--- config.mk ---
export PLATFORM = sky130hd
export DESIGN_NAME = hazard_controller_flat
export DESIGN_NICKNAME = d
export VERILOG_FILES = /design/src/rtl/hazard_controller_pkg.sv /design/src/rtl/hazard_controller_if.sv /design/src/rtl/hazard_controller_sat_counter.sv /design/src/rtl/hazard_controller.sv /design/src/flat_wrapper.sv
export SDC_FILE = /design/constraint.sdc
export NUM_CORES = 1
export LEC_CHECK = 0
export BUFFER_PORTS_ARGS = -buffer_cell sky130_fd_sc_hd__buf_2
export CORE_UTILIZATION = 30
export CTS_CLUSTER_SIZE = 25
export DETAILED_ROUTE_END_ITERATION = 7
export PLACE_DENSITY = 0.61
export SLEW_MARGIN = 10
export SYNTH_ARGS = -nofsm -noshare
export SYNTH_HDL_FRONTEND = slang
export SYNTH_SLANG_ARGS = --single-unit
--- constraint.sdc ---
create_clock -name clk -period 5.26 [get_ports clk]
set_input_delay 0.526 -clock clk [delete_from_list [all_inputs] [get_ports clk]]
set_output_delay 0.526 -clock clk [all_outputs]
set_load 0.02 [all_outputs]
--- src/rtl/hazard_controller_pkg.sv ---
// rtl/hazard_controller_pkg.sv - shared types and constants for the pipeline hazard sequencer
package hazard_pkg;

  localparam int REG_W = 4;

  typedef enum logic {
    RUN      = 1'b0,
    MEM_WAIT = 1'b1
  } state_e;

  // A writer only hazards a reader when it actually writes back; r0 is an ordinary register.
  function automatic logic reg_match(input logic wb_en,
                                     input logic [REG_W-1:0] src,
                                     input logic [REG_W-1:0] dest);
    return wb_en & (src == dest);
  endfunction

endpackage

--- src/rtl/hazard_controller_if.sv ---
// rtl/hazard_controller_if.sv - pipeline-side signals seen by the hazard sequencer
interface hazard_controller_if
  import hazard_pkg::*;
#(
  parameter int CNT_W = 16
) ();
  logic             FW_EN;
  logic             id_valid;
  logic [REG_W-1:0] src1;
  logic [REG_W-1:0] src2;
  logic             two_src;
  logic [REG_W-1:0] EX_Dest;
  logic             EX_WB_EN;
  logic             EX_MEM_R_EN;
  logic [REG_W-1:0] MEM_Dest;
  logic             MEM_WB_EN;
  logic             mem_req;
  logic             mem_ready;
  logic             branch_taken;
  logic             fw_en_q;
  logic             hazard_stall;
  logic             id_ex_bubble;
  logic             flush;
  logic             freeze;
  logic             mem_err;
  logic [CNT_W-1:0] stall_cnt;
  logic [CNT_W-1:0] flush_cnt;
  logic [CNT_W-1:0] freeze_cnt;

  modport master (
    output FW_EN, id_valid, src1, src2, two_src, EX_Dest, EX_WB_EN, EX_MEM_R_EN,
           MEM_Dest, MEM_WB_EN, mem_req, mem_ready, branch_taken,
    input  fw_en_q, hazard_stall, id_ex_bubble, flush, freeze, mem_err,
           stall_cnt, flush_cnt, freeze_cnt
  );

  modport slave (
    input  FW_EN, id_valid, src1, src2, two_src, EX_Dest, EX_WB_EN, EX_MEM_R_EN,
           MEM_Dest, MEM_WB_EN, mem_req, mem_ready, branch_taken,
    output fw_en_q, hazard_stall, id_ex_bubble, flush, freeze, mem_err,
           stall_cnt, flush_cnt, freeze_cnt
  );
endinterface

--- src/rtl/hazard_controller_sat_counter.sv ---
// rtl/hazard_controller_sat_counter.sv - event counter that sticks at all-ones
module sat_counter #(
  parameter int CNT_W = 16
) (
  input  logic             clk_i,
  input  logic             rst_ni,
  input  logic             inc_i,
  output logic [CNT_W-1:0] count_o
);
  logic [CNT_W-1:0] count_q, count_d;

  always_comb begin
    count_d = count_q;
    if (inc_i && !(&count_q)) count_d = count_q + CNT_W'(1);
  end

  always_ff @(posedge clk_i or negedge rst_ni) begin
    if (!rst_ni) count_q <= '0;
    else         count_q <= count_d;
  end

  assign count_o = count_q;
endmodule

--- src/rtl/hazard_controller.sv ---
// rtl/hazard_controller.sv - RAW stall/bubble, branch flush and memory-wait freeze sequencer
module hazard_controller
  import hazard_pkg::*;
#(
  parameter int CNT_W   = 16,
  parameter int TIMEOUT = 255,
  parameter int TO_W    = 8
) (
  input  logic         clk,
  input  logic         rst,
  hazard_controller_if.slave hz
);
  localparam logic [TO_W-1:0] TIMEOUT_V = TO_W'(TIMEOUT);

  state_e          state_q, state_d;
  logic [TO_W-1:0] wait_q, wait_d, wait_inc;
  logic            fw_en_q, fw_en_d;
  logic            mem_err_q, mem_err_d;
  logic            hz1, hz2, hm1, hm2, raw;
  logic            freeze, flush, stall;
  logic [CNT_W-1:0] stall_cnt, flush_cnt, freeze_cnt;

  always_comb begin
    hz1 = hz.id_valid & reg_match(hz.EX_WB_EN, hz.src1, hz.EX_Dest);
    hz2 = hz.id_valid & hz.two_src & reg_match(hz.EX_WB_EN, hz.src2, hz.EX_Dest);
    hm1 = hz.id_valid & reg_match(hz.MEM_WB_EN, hz.src1, hz.MEM_Dest);
    hm2 = hz.id_valid & hz.two_src & reg_match(hz.MEM_WB_EN, hz.src2, hz.MEM_Dest);
    // With forwarding only a load in EX cannot be bypassed in time.
    raw = fw_en_q ? ((hz1 | hz2) & hz.EX_MEM_R_EN) : (hz1 | hz2 | hm1 | hm2);
  end

  always_comb begin
    state_d   = state_q;
    wait_d    = wait_q;
    mem_err_d = mem_err_q;
    freeze    = 1'b0;
    wait_inc  = wait_q + TO_W'(1);
    case (state_q)
      RUN: begin
        freeze = hz.mem_req & ~hz.mem_ready;
        if (freeze) begin
          wait_d = TO_W'(1);
          if (TO_W'(1) >= TIMEOUT_V) mem_err_d = 1'b1;
          else                       state_d   = MEM_WAIT;
        end
      end
      MEM_WAIT: begin
        if (hz.mem_ready) begin
          state_d = RUN;
        end else begin
          freeze = 1'b1;
          wait_d = wait_inc;
          // Give up on the access: flag it and let the pipe move again.
          if (wait_inc >= TIMEOUT_V) begin
            mem_err_d = 1'b1;
            state_d   = RUN;
          end
        end
      end
    endcase
  end

  always_comb begin
    flush   = hz.branch_taken & ~freeze;
    stall   = raw & ~freeze & ~flush;
    fw_en_d = fw_en_q;
    if (state_q == RUN && !freeze && !flush && !raw) fw_en_d = hz.FW_EN;
  end

  always_ff @(posedge clk or negedge rst) begin
    if (!rst) begin
      state_q   <= RUN;
      wait_q    <= '0;
      fw_en_q   <= 1'b0;
      mem_err_q <= 1'b0;
    end else begin
      state_q   <= state_d;
      wait_q    <= wait_d;
      fw_en_q   <= fw_en_d;
      mem_err_q <= mem_err_d;
    end
  end

  sat_counter #(.CNT_W(CNT_W)) u_stall_cnt (
    .clk_i(clk), .rst_ni(rst), .inc_i(stall), .count_o(stall_cnt)
  );
  sat_counter #(.CNT_W(CNT_W)) u_flush_cnt (
    .clk_i(clk), .rst_ni(rst), .inc_i(flush), .count_o(flush_cnt)
  );
  sat_counter #(.CNT_W(CNT_W)) u_freeze_cnt (
    .clk_i(clk), .rst_ni(rst), .inc_i(freeze), .count_o(freeze_cnt)
  );

  assign hz.fw_en_q      = fw_en_q;
  assign hz.hazard_stall = stall;
  assign hz.id_ex_bubble = stall;
  assign hz.flush        = flush;
  assign hz.freeze       = freeze;
  assign hz.mem_err      = mem_err_q;
  assign hz.stall_cnt    = stall_cnt;
  assign hz.flush_cnt    = flush_cnt;
  assign hz.freeze_cnt   = freeze_cnt;
endmodule

--- src/flat_wrapper.sv ---
// flat-port wrapper written by rule: the top's interface ports become plain ports
module hazard_controller_flat import hazard_pkg::*;
#(
  parameter int CNT_W   = 16,
  parameter int TIMEOUT = 255,
  parameter int TO_W    = 8
)
  (clk, rst, hz_FW_EN, hz_id_valid, hz_src1, hz_src2, hz_two_src, hz_EX_Dest, hz_EX_WB_EN, hz_EX_MEM_R_EN, hz_MEM_Dest, hz_MEM_WB_EN, hz_mem_req, hz_mem_ready, hz_branch_taken, hz_fw_en_q, hz_hazard_stall, hz_id_ex_bubble, hz_flush, hz_freeze, hz_mem_err, hz_stall_cnt, hz_flush_cnt, hz_freeze_cnt);
  hazard_controller_if #(.CNT_W(CNT_W)) hz_i ();
  input  logic clk;
  input  logic rst;
  input wire logic [$bits(hz_i.FW_EN)-1:0] hz_FW_EN;
  input wire logic [$bits(hz_i.id_valid)-1:0] hz_id_valid;
  input wire logic [$bits(hz_i.src1)-1:0] hz_src1;
  input wire logic [$bits(hz_i.src2)-1:0] hz_src2;
  input wire logic [$bits(hz_i.two_src)-1:0] hz_two_src;
  input wire logic [$bits(hz_i.EX_Dest)-1:0] hz_EX_Dest;
  input wire logic [$bits(hz_i.EX_WB_EN)-1:0] hz_EX_WB_EN;
  input wire logic [$bits(hz_i.EX_MEM_R_EN)-1:0] hz_EX_MEM_R_EN;
  input wire logic [$bits(hz_i.MEM_Dest)-1:0] hz_MEM_Dest;
  input wire logic [$bits(hz_i.MEM_WB_EN)-1:0] hz_MEM_WB_EN;
  input wire logic [$bits(hz_i.mem_req)-1:0] hz_mem_req;
  input wire logic [$bits(hz_i.mem_ready)-1:0] hz_mem_ready;
  input wire logic [$bits(hz_i.branch_taken)-1:0] hz_branch_taken;
  output wire logic [$bits(hz_i.fw_en_q)-1:0] hz_fw_en_q;
  output wire logic [$bits(hz_i.hazard_stall)-1:0] hz_hazard_stall;
  output wire logic [$bits(hz_i.id_ex_bubble)-1:0] hz_id_ex_bubble;
  output wire logic [$bits(hz_i.flush)-1:0] hz_flush;
  output wire logic [$bits(hz_i.freeze)-1:0] hz_freeze;
  output wire logic [$bits(hz_i.mem_err)-1:0] hz_mem_err;
  output wire logic [$bits(hz_i.stall_cnt)-1:0] hz_stall_cnt;
  output wire logic [$bits(hz_i.flush_cnt)-1:0] hz_flush_cnt;
  output wire logic [$bits(hz_i.freeze_cnt)-1:0] hz_freeze_cnt;
  assign hz_i.FW_EN = hz_FW_EN;
  assign hz_i.id_valid = hz_id_valid;
  assign hz_i.src1 = hz_src1;
  assign hz_i.src2 = hz_src2;
  assign hz_i.two_src = hz_two_src;
  assign hz_i.EX_Dest = hz_EX_Dest;
  assign hz_i.EX_WB_EN = hz_EX_WB_EN;
  assign hz_i.EX_MEM_R_EN = hz_EX_MEM_R_EN;
  assign hz_i.MEM_Dest = hz_MEM_Dest;
  assign hz_i.MEM_WB_EN = hz_MEM_WB_EN;
  assign hz_i.mem_req = hz_mem_req;
  assign hz_i.mem_ready = hz_mem_ready;
  assign hz_i.branch_taken = hz_branch_taken;
  assign hz_fw_en_q = hz_i.fw_en_q;
  assign hz_hazard_stall = hz_i.hazard_stall;
  assign hz_id_ex_bubble = hz_i.id_ex_bubble;
  assign hz_flush = hz_i.flush;
  assign hz_freeze = hz_i.freeze;
  assign hz_mem_err = hz_i.mem_err;
  assign hz_stall_cnt = hz_i.stall_cnt;
  assign hz_flush_cnt = hz_i.flush_cnt;
  assign hz_freeze_cnt = hz_i.freeze_cnt;
  hazard_controller #(.CNT_W(CNT_W), .TIMEOUT(TIMEOUT), .TO_W(TO_W)) u_core (.clk(clk), .rst(rst), .hz(hz_i));
endmodule
Word level (Yosys, flattened, before mapping)
Index checks and enable logic that the tools add are counted.
{"block": "totals", "out_inout_bits": 54, "ff_bits": 59}
{"block": "op_classes", "bitwise": 21, "order_cmp": 1, "n_reduce_logical": 17, "add_sub_neg": 4, "muxes": 10, "n_eq_ne": 6}
{"cell": "16-bit by 1-bit adder with 16-bit output (second input constant)", "count": 3}
{"cell": "16-bit AND reduction", "count": 3}
{"cell": "4-bit equality test", "count": 4}
{"cell": "8-bit 2-to-1 mux", "count": 2}
{"cell": "8-bit one-hot mux with 2 select lines", "count": 1}
{"cell": "1-bit bitwise AND", "count": 14}
{"cell": "8-bit by 1-bit adder with 8-bit output (second input constant)", "count": 1}
{"cell": "8-bit >= comparator (second input constant)", "count": 1}
{"cell": "1-bit logical AND", "count": 6}
{"cell": "1-bit logical NOT", "count": 6}
{"cell": "1-bit 2-to-1 mux", "count": 5}
{"cell": "1-bit inverter", "count": 4}
{"cell": "1-bit one-hot mux with 2 select lines", "count": 2}
{"cell": "1-bit bitwise OR", "count": 3}
{"cell": "3-bit AND reduction", "count": 1}
{"cell": "2-bit by 1-bit inequality test with 1-bit output (second input constant)", "count": 1}
{"cell": "2-bit inequality test (second input constant)", "count": 1}
{"cell": "2-bit AND reduction", "count": 1}

Depth between registers and ports, before layout
{"block": "depth", "ltp_word": 10, "depth_mapped": 8, "mapped_depth_nobuf": 8}

By module
Synthesis repeated with hierarchy kept, for this count alone.
{"block": "unflattened", "cells_unflattened": 321, "hier_area_um2": 3369.5}
{"module": "sat_counter", "area_per_inst_um2": 840.8, "cells_per_inst": 75, "n_inst": 3}
{"module": "hazard_controller", "area_per_inst_um2": 847.1, "cells_per_inst": 96, "n_inst": 1}

Worst setup path after synthesis
No wires, ideal clock.
{"block": "synth_path", "kind": "input port to output port", "from": "in hz_mem_req", "to": "out hz_id_ex_bubble", "slack_ns": 2.983, "t_arrival_ns": 1.751, "path_stages": 5, "t_required_ns": 4.734, "path_cell_list": "o21ai_4 inv_4 or3_4 a21oi_4 buf_4"}
{"block": "synth_via", "elab_chain_len": 6, "elab_cells_between_ends": 7}
{"item": "from (decl)", "line": "flat_wrapper.sv:22", "text": "input wire logic [$bits(hz_i.mem_req)-1:0] hz_mem_req;"}
{"item": "1-bit bitwise AND *", "line": "hazard_controller.sv:40", "text": "freeze = hz.mem_req & ~hz.mem_ready;"}
{"item": "1-bit one-hot mux with 2 select lines *", "line": "hazard_controller.sv:38", "text": "case (state_q)"}
{"item": "net hz_freeze", "line": "flat_wrapper.sv:29", "text": "output wire logic [$bits(hz_i.freeze)-1:0] hz_freeze;"}
{"item": "1-bit inverter *", "line": "hazard_controller.sv:64, hazard_controller.sv:65"}
{"item": "1-bit bitwise AND", "line": "hazard_controller.sv:64", "text": "flush = hz.branch_taken & ~freeze;"}
{"item": "1-bit inverter", "line": "hazard_controller.sv:65", "text": "stall = raw & ~freeze & ~flush;"}
{"item": "1-bit bitwise AND *", "line": "hazard_controller.sv:65"}
{"item": "to (decl)", "line": "flat_wrapper.sv:27", "text": "output wire logic [$bits(hz_i.id_ex_bubble)-1:0] hz_id_ex_bubble;"}
Mark *: on every way through the listed nets, which the timed path passes. The rest lies on a longest branch.

Worst setup path after layout
{"block": "layout_path", "from": "reg u_core.state_q", "to": "out hz_id_ex_bubble"}
{"block": "layout_via", "elab_chain_len": 6, "elab_cells_between_ends": 7}
{"item": "from (decl)", "line": "hazard_controller.sv:15", "text": "state_e state_q, state_d;"}
{"item": "from (signal assigned)", "line": "hazard_controller.sv:77", "text": "state_q <= state_d;"}
{"item": "1-bit inverter", "line": "hazard_controller.sv:38"}
{"item": "1-bit one-hot mux with 2 select lines *", "line": "hazard_controller.sv:38"}
{"item": "1-bit inverter *", "line": "hazard_controller.sv:64, hazard_controller.sv:65"}
{"item": "1-bit bitwise AND", "line": "hazard_controller.sv:64"}
{"item": "1-bit inverter", "line": "hazard_controller.sv:65"}
{"item": "1-bit bitwise AND *", "line": "hazard_controller.sv:65"}
Every way passes the cells marked *; elsewhere a longest branch is shown, timed or not.

==> summary.md <==
| Metric | Value |
|---|---|
| Remaining Overflow, GRT | `0` |
| Layout cell share with drive strength beyond 1 | `30.2%` |
| H-Tree Level Count | `3` |
| Critical path startpoint category | `register` |
| DP HPWL | `4780 um` |
| Post-CTS setup buffer count | `0` |
| Slew headroom | `49.6%` |
| Vias in the first global route | `2,207` |
| Post-CTS Resized | `0` |
| Place WS | `2780 ps` |
| Starting Density | `31.1%` |
| Vias post-DR | `2,443` |
| Number of enable flip-flop cells after synthesis | `0` |
| Global-route usage over all layers | `12.9%` |
| Filler Cell Count | `990` |
| Area Overhead vs Synth | `24.1%` |
| Critical path fanouts, max | `11` |
| Pins Over Slew Limit | `0` |
| Clk Tree Root Cell | `clkbuf_8` |
| Final setup fails | `0` |
| Post-Synthesis Cells | `291` |
| Max Cap Viol | `0` |
| Gpl congestion | `0.763` |
| Final Hold Vio Count | `0` |
| Sequential area share after synthesis | `48.6%` |
| Min-Delay Path Class | `primary input to async pin` |
| First DRT Iteration DRCs | `51` |
| Cell Rows | `36` |
| Worst-skew pair later-pin latency | `340 ps` |
| Dpl cell area | `0.00359 mm2` |
| Least-Margin Pin Slew | `756 ps` |
| Num CTS Buffers | `9` |
| Clock period minus worst slack | `2730 ps` |
| Setup CP Type | `register to primary output` |
| Syn Nets | `323` |
| NumNets Final | `412` |
| Hold_buf cts | `0` |
| Ys Warns | `0` |
| Core ar. | `0.00977 mm2` |
| Crit path DAT | `2210 ps` |
| First-pass GRT wire length | `10,100 um` |
| Post-Route WL | `6490 um` |
| DR WL/cell | `12.6 um` |
| Synth Flop Type | `dfrtp_1` |
| Ys async rst share | `100%` |
| DR vias/cell | `4.73` |
| Die area | `0.0105 mm2` |
| FF+latch count, synth | `59` |
| Clock skew | `5.45 ps` |
| Pre-antenna DRT Iters | `4` |
| Max clock buf depth | `2` |
| Unique masters post-synth | `40` |
| Mapped Area | `0.00304 mm2` |
| Largest net degree at the start of global routing | `60` |
| # DRC | `0` |
| Cell area power density | `337 mW/mm2` |
| CTS tree | `built` |
| Static Leak | `0.00183 uW` |
| Ant diodes | `0` |
| Fin area | `0.00377 mm2` |
| Crit. End Element | `primary output` |
| Peak Freq | `366 MHz` |
| Final WS setup | `2530 ps` |
| CP required | `4730 ps` |
| Die X | `103 um` |
| Status | `finished, final reports clean` |
| Detail Route Antenna Nets | `0` |
| CTS clk-pin slew, worst paths | `60 ps` |
| TNS Setup | `0 ps` |
| Port Buffers | `80` |
| Syn Area/Cell | `10.4 um2` |
| RSZ-0062 raised after global routing | `no` |
| Initial antenna violation count | `0` |
| Final period util | `51.9%` |
| Die height | `103 um` |
| Worst vdd ir | `0.000180 V` |
| Clock sink count | `59` |
| IO Pins | `81` |
## path summary, 6_finish.rpt
| kind | from | end | slack [ps] | depth (start not counted) |
|---|---|---|---|---|
| max | u_core.state_q | hz_id_ex_bubble | 2530 | 5 |
| min | rst | u_core.u_stall_cnt.count_o[10] | 320 | 2 |
| max reg2reg | u_core.state_q | u_core.u_stall_cnt.count_o[14] | 3080 | 6 |
| min reg2reg | u_core.hz.mem_err | u_core.hz.mem_err | 480 | 1 |
| max in group asynchronous | rst | u_core.u_flush_cnt.count_o[4] | 4420 | 2 |
| min in group clk | hz_FW_EN | u_core.hz.fw_en_q | 420 | 2 |
## layer usage
metal / track usage [%] / up-vias / wire length [um]
met2: 20.1 / 70 / 2920
met4: 8.46 / 0 / 163
met3: 2.85 / 14 / 315
li1: - / 1196 / -
met1: 16.0 / 1163 / 3090
met5: 0 / - / 0
## cells in the final DEF (no fill, tap or decap), types with 3 or more instances in the layout
master	netlist	layout
nor2_1	11	11
clkbuf_8	0	12
nand2_1	33	33
xor2_1	23	23
ha_1	5	5
nand3_1	24	24
buf_2	0	80
a22o_2	3	3
a21oi_1	4	4
nor4_1	4	4
mux2_2	8	8
nand4_1	14	14
nor3_1	8	8
a31oi_1	4	4
and3_1	10	10
xnor2_1	37	37
dfrtp_1	59	59
o21ai_0	9	9
inv_1	7	7
## state kept, by name (all words and copies together) (netlist names)
| register | flops |
|---|---|
| u_core.u_flush_cnt.count_o | 16 |
| u_core.u_freeze_cnt.count_o | 16 |
| u_core.u_stall_cnt.count_o | 16 |
| u_core.wait_q | 8 |
| u_core.hz.fw_en_q | 1 |
| u_core.hz.mem_err | 1 |
| u_core.state_q | 1 |
## critical path: stages (launching register included)
cell and delay [ps]:
dfrtp_1 490, o21ai_4 360, inv_4 80, or3_4 410, a21oi_4 280, buf_2 240
## cell usage after synthesis (all sizes together) (2+ instances only)
cell type | count | area [um2]
nor4 | 5 | 37.5
nand4 | 14 | 87.6
buf | 2 | 18.8
xnor2 | 37 | 324
or3 | 4 | 35.0
mux2 | 8 | 90.1
xor2 | 23 | 201
and2 | 3 | 20.0
a31oi | 4 | 25.0
ha | 5 | 62.6
and3 | 10 | 62.6
nand2 | 33 | 124
nor3 | 9 | 50.1
a21oi | 5 | 36.3
nor2 | 11 | 41.3
a21o | 2 | 15.0
dfrtp | 59 | 1480
nand3 | 24 | 120
inv | 8 | 32.5
o21ai | 10 | 61.3
nor2b | 2 | 12.5
a22o | 4 | 38.8
## kinds of logic (layout without fill, tap and decap cells)
family / Yosys count / in the layout / share of synthesized area [%]
flops: 59 / 59 / 48.6
mux: 8 / 8 / 2.97
simple gates: 120 / 120 / 20.6
xor+xnor: 60 / 60 / 17.3
buf+inv: 11 / 104 / 1.81
fa+ha+maj: 5 / 5 / 2.06
compound gates: 28 / 28 / 6.59
## power breakdown
part           switching (uW)  leakage, uW  total [uW]  internal [uW]
clock                     172    0.0000953         377            205
sequential               80.0     0.000783         597            517
combinational             170     0.000956         296            126
total                     422      0.00183        1270            849
## layout make-up
cell class	count	area [um2]	share of cell area [%]
Multi-Input combinational cell	221	1510	40.0
Sequential cell	59	1480	39.2
Clock buffer	13	169	4.48
Tap cell	133	166	4.42
Timing Repair Buffer	81	408	10.8
Clock inverter	2	10.0	0.266
Inverter	8	32.5	0.864
## metrics by stage
stage                     total power (uW)  cells  hold WS [ps]  util [%]
after floorplan                        789    291           230         -
after global placement                 896    502           461      36.7
after detailed placement               903    502           470      36.7
after CTS                             1290    517           359      38.5
after global routing                  1350    517           413      38.5
final                                 1270    517           320      38.5
No activity file was read; power rests on OpenSTA's default activity.
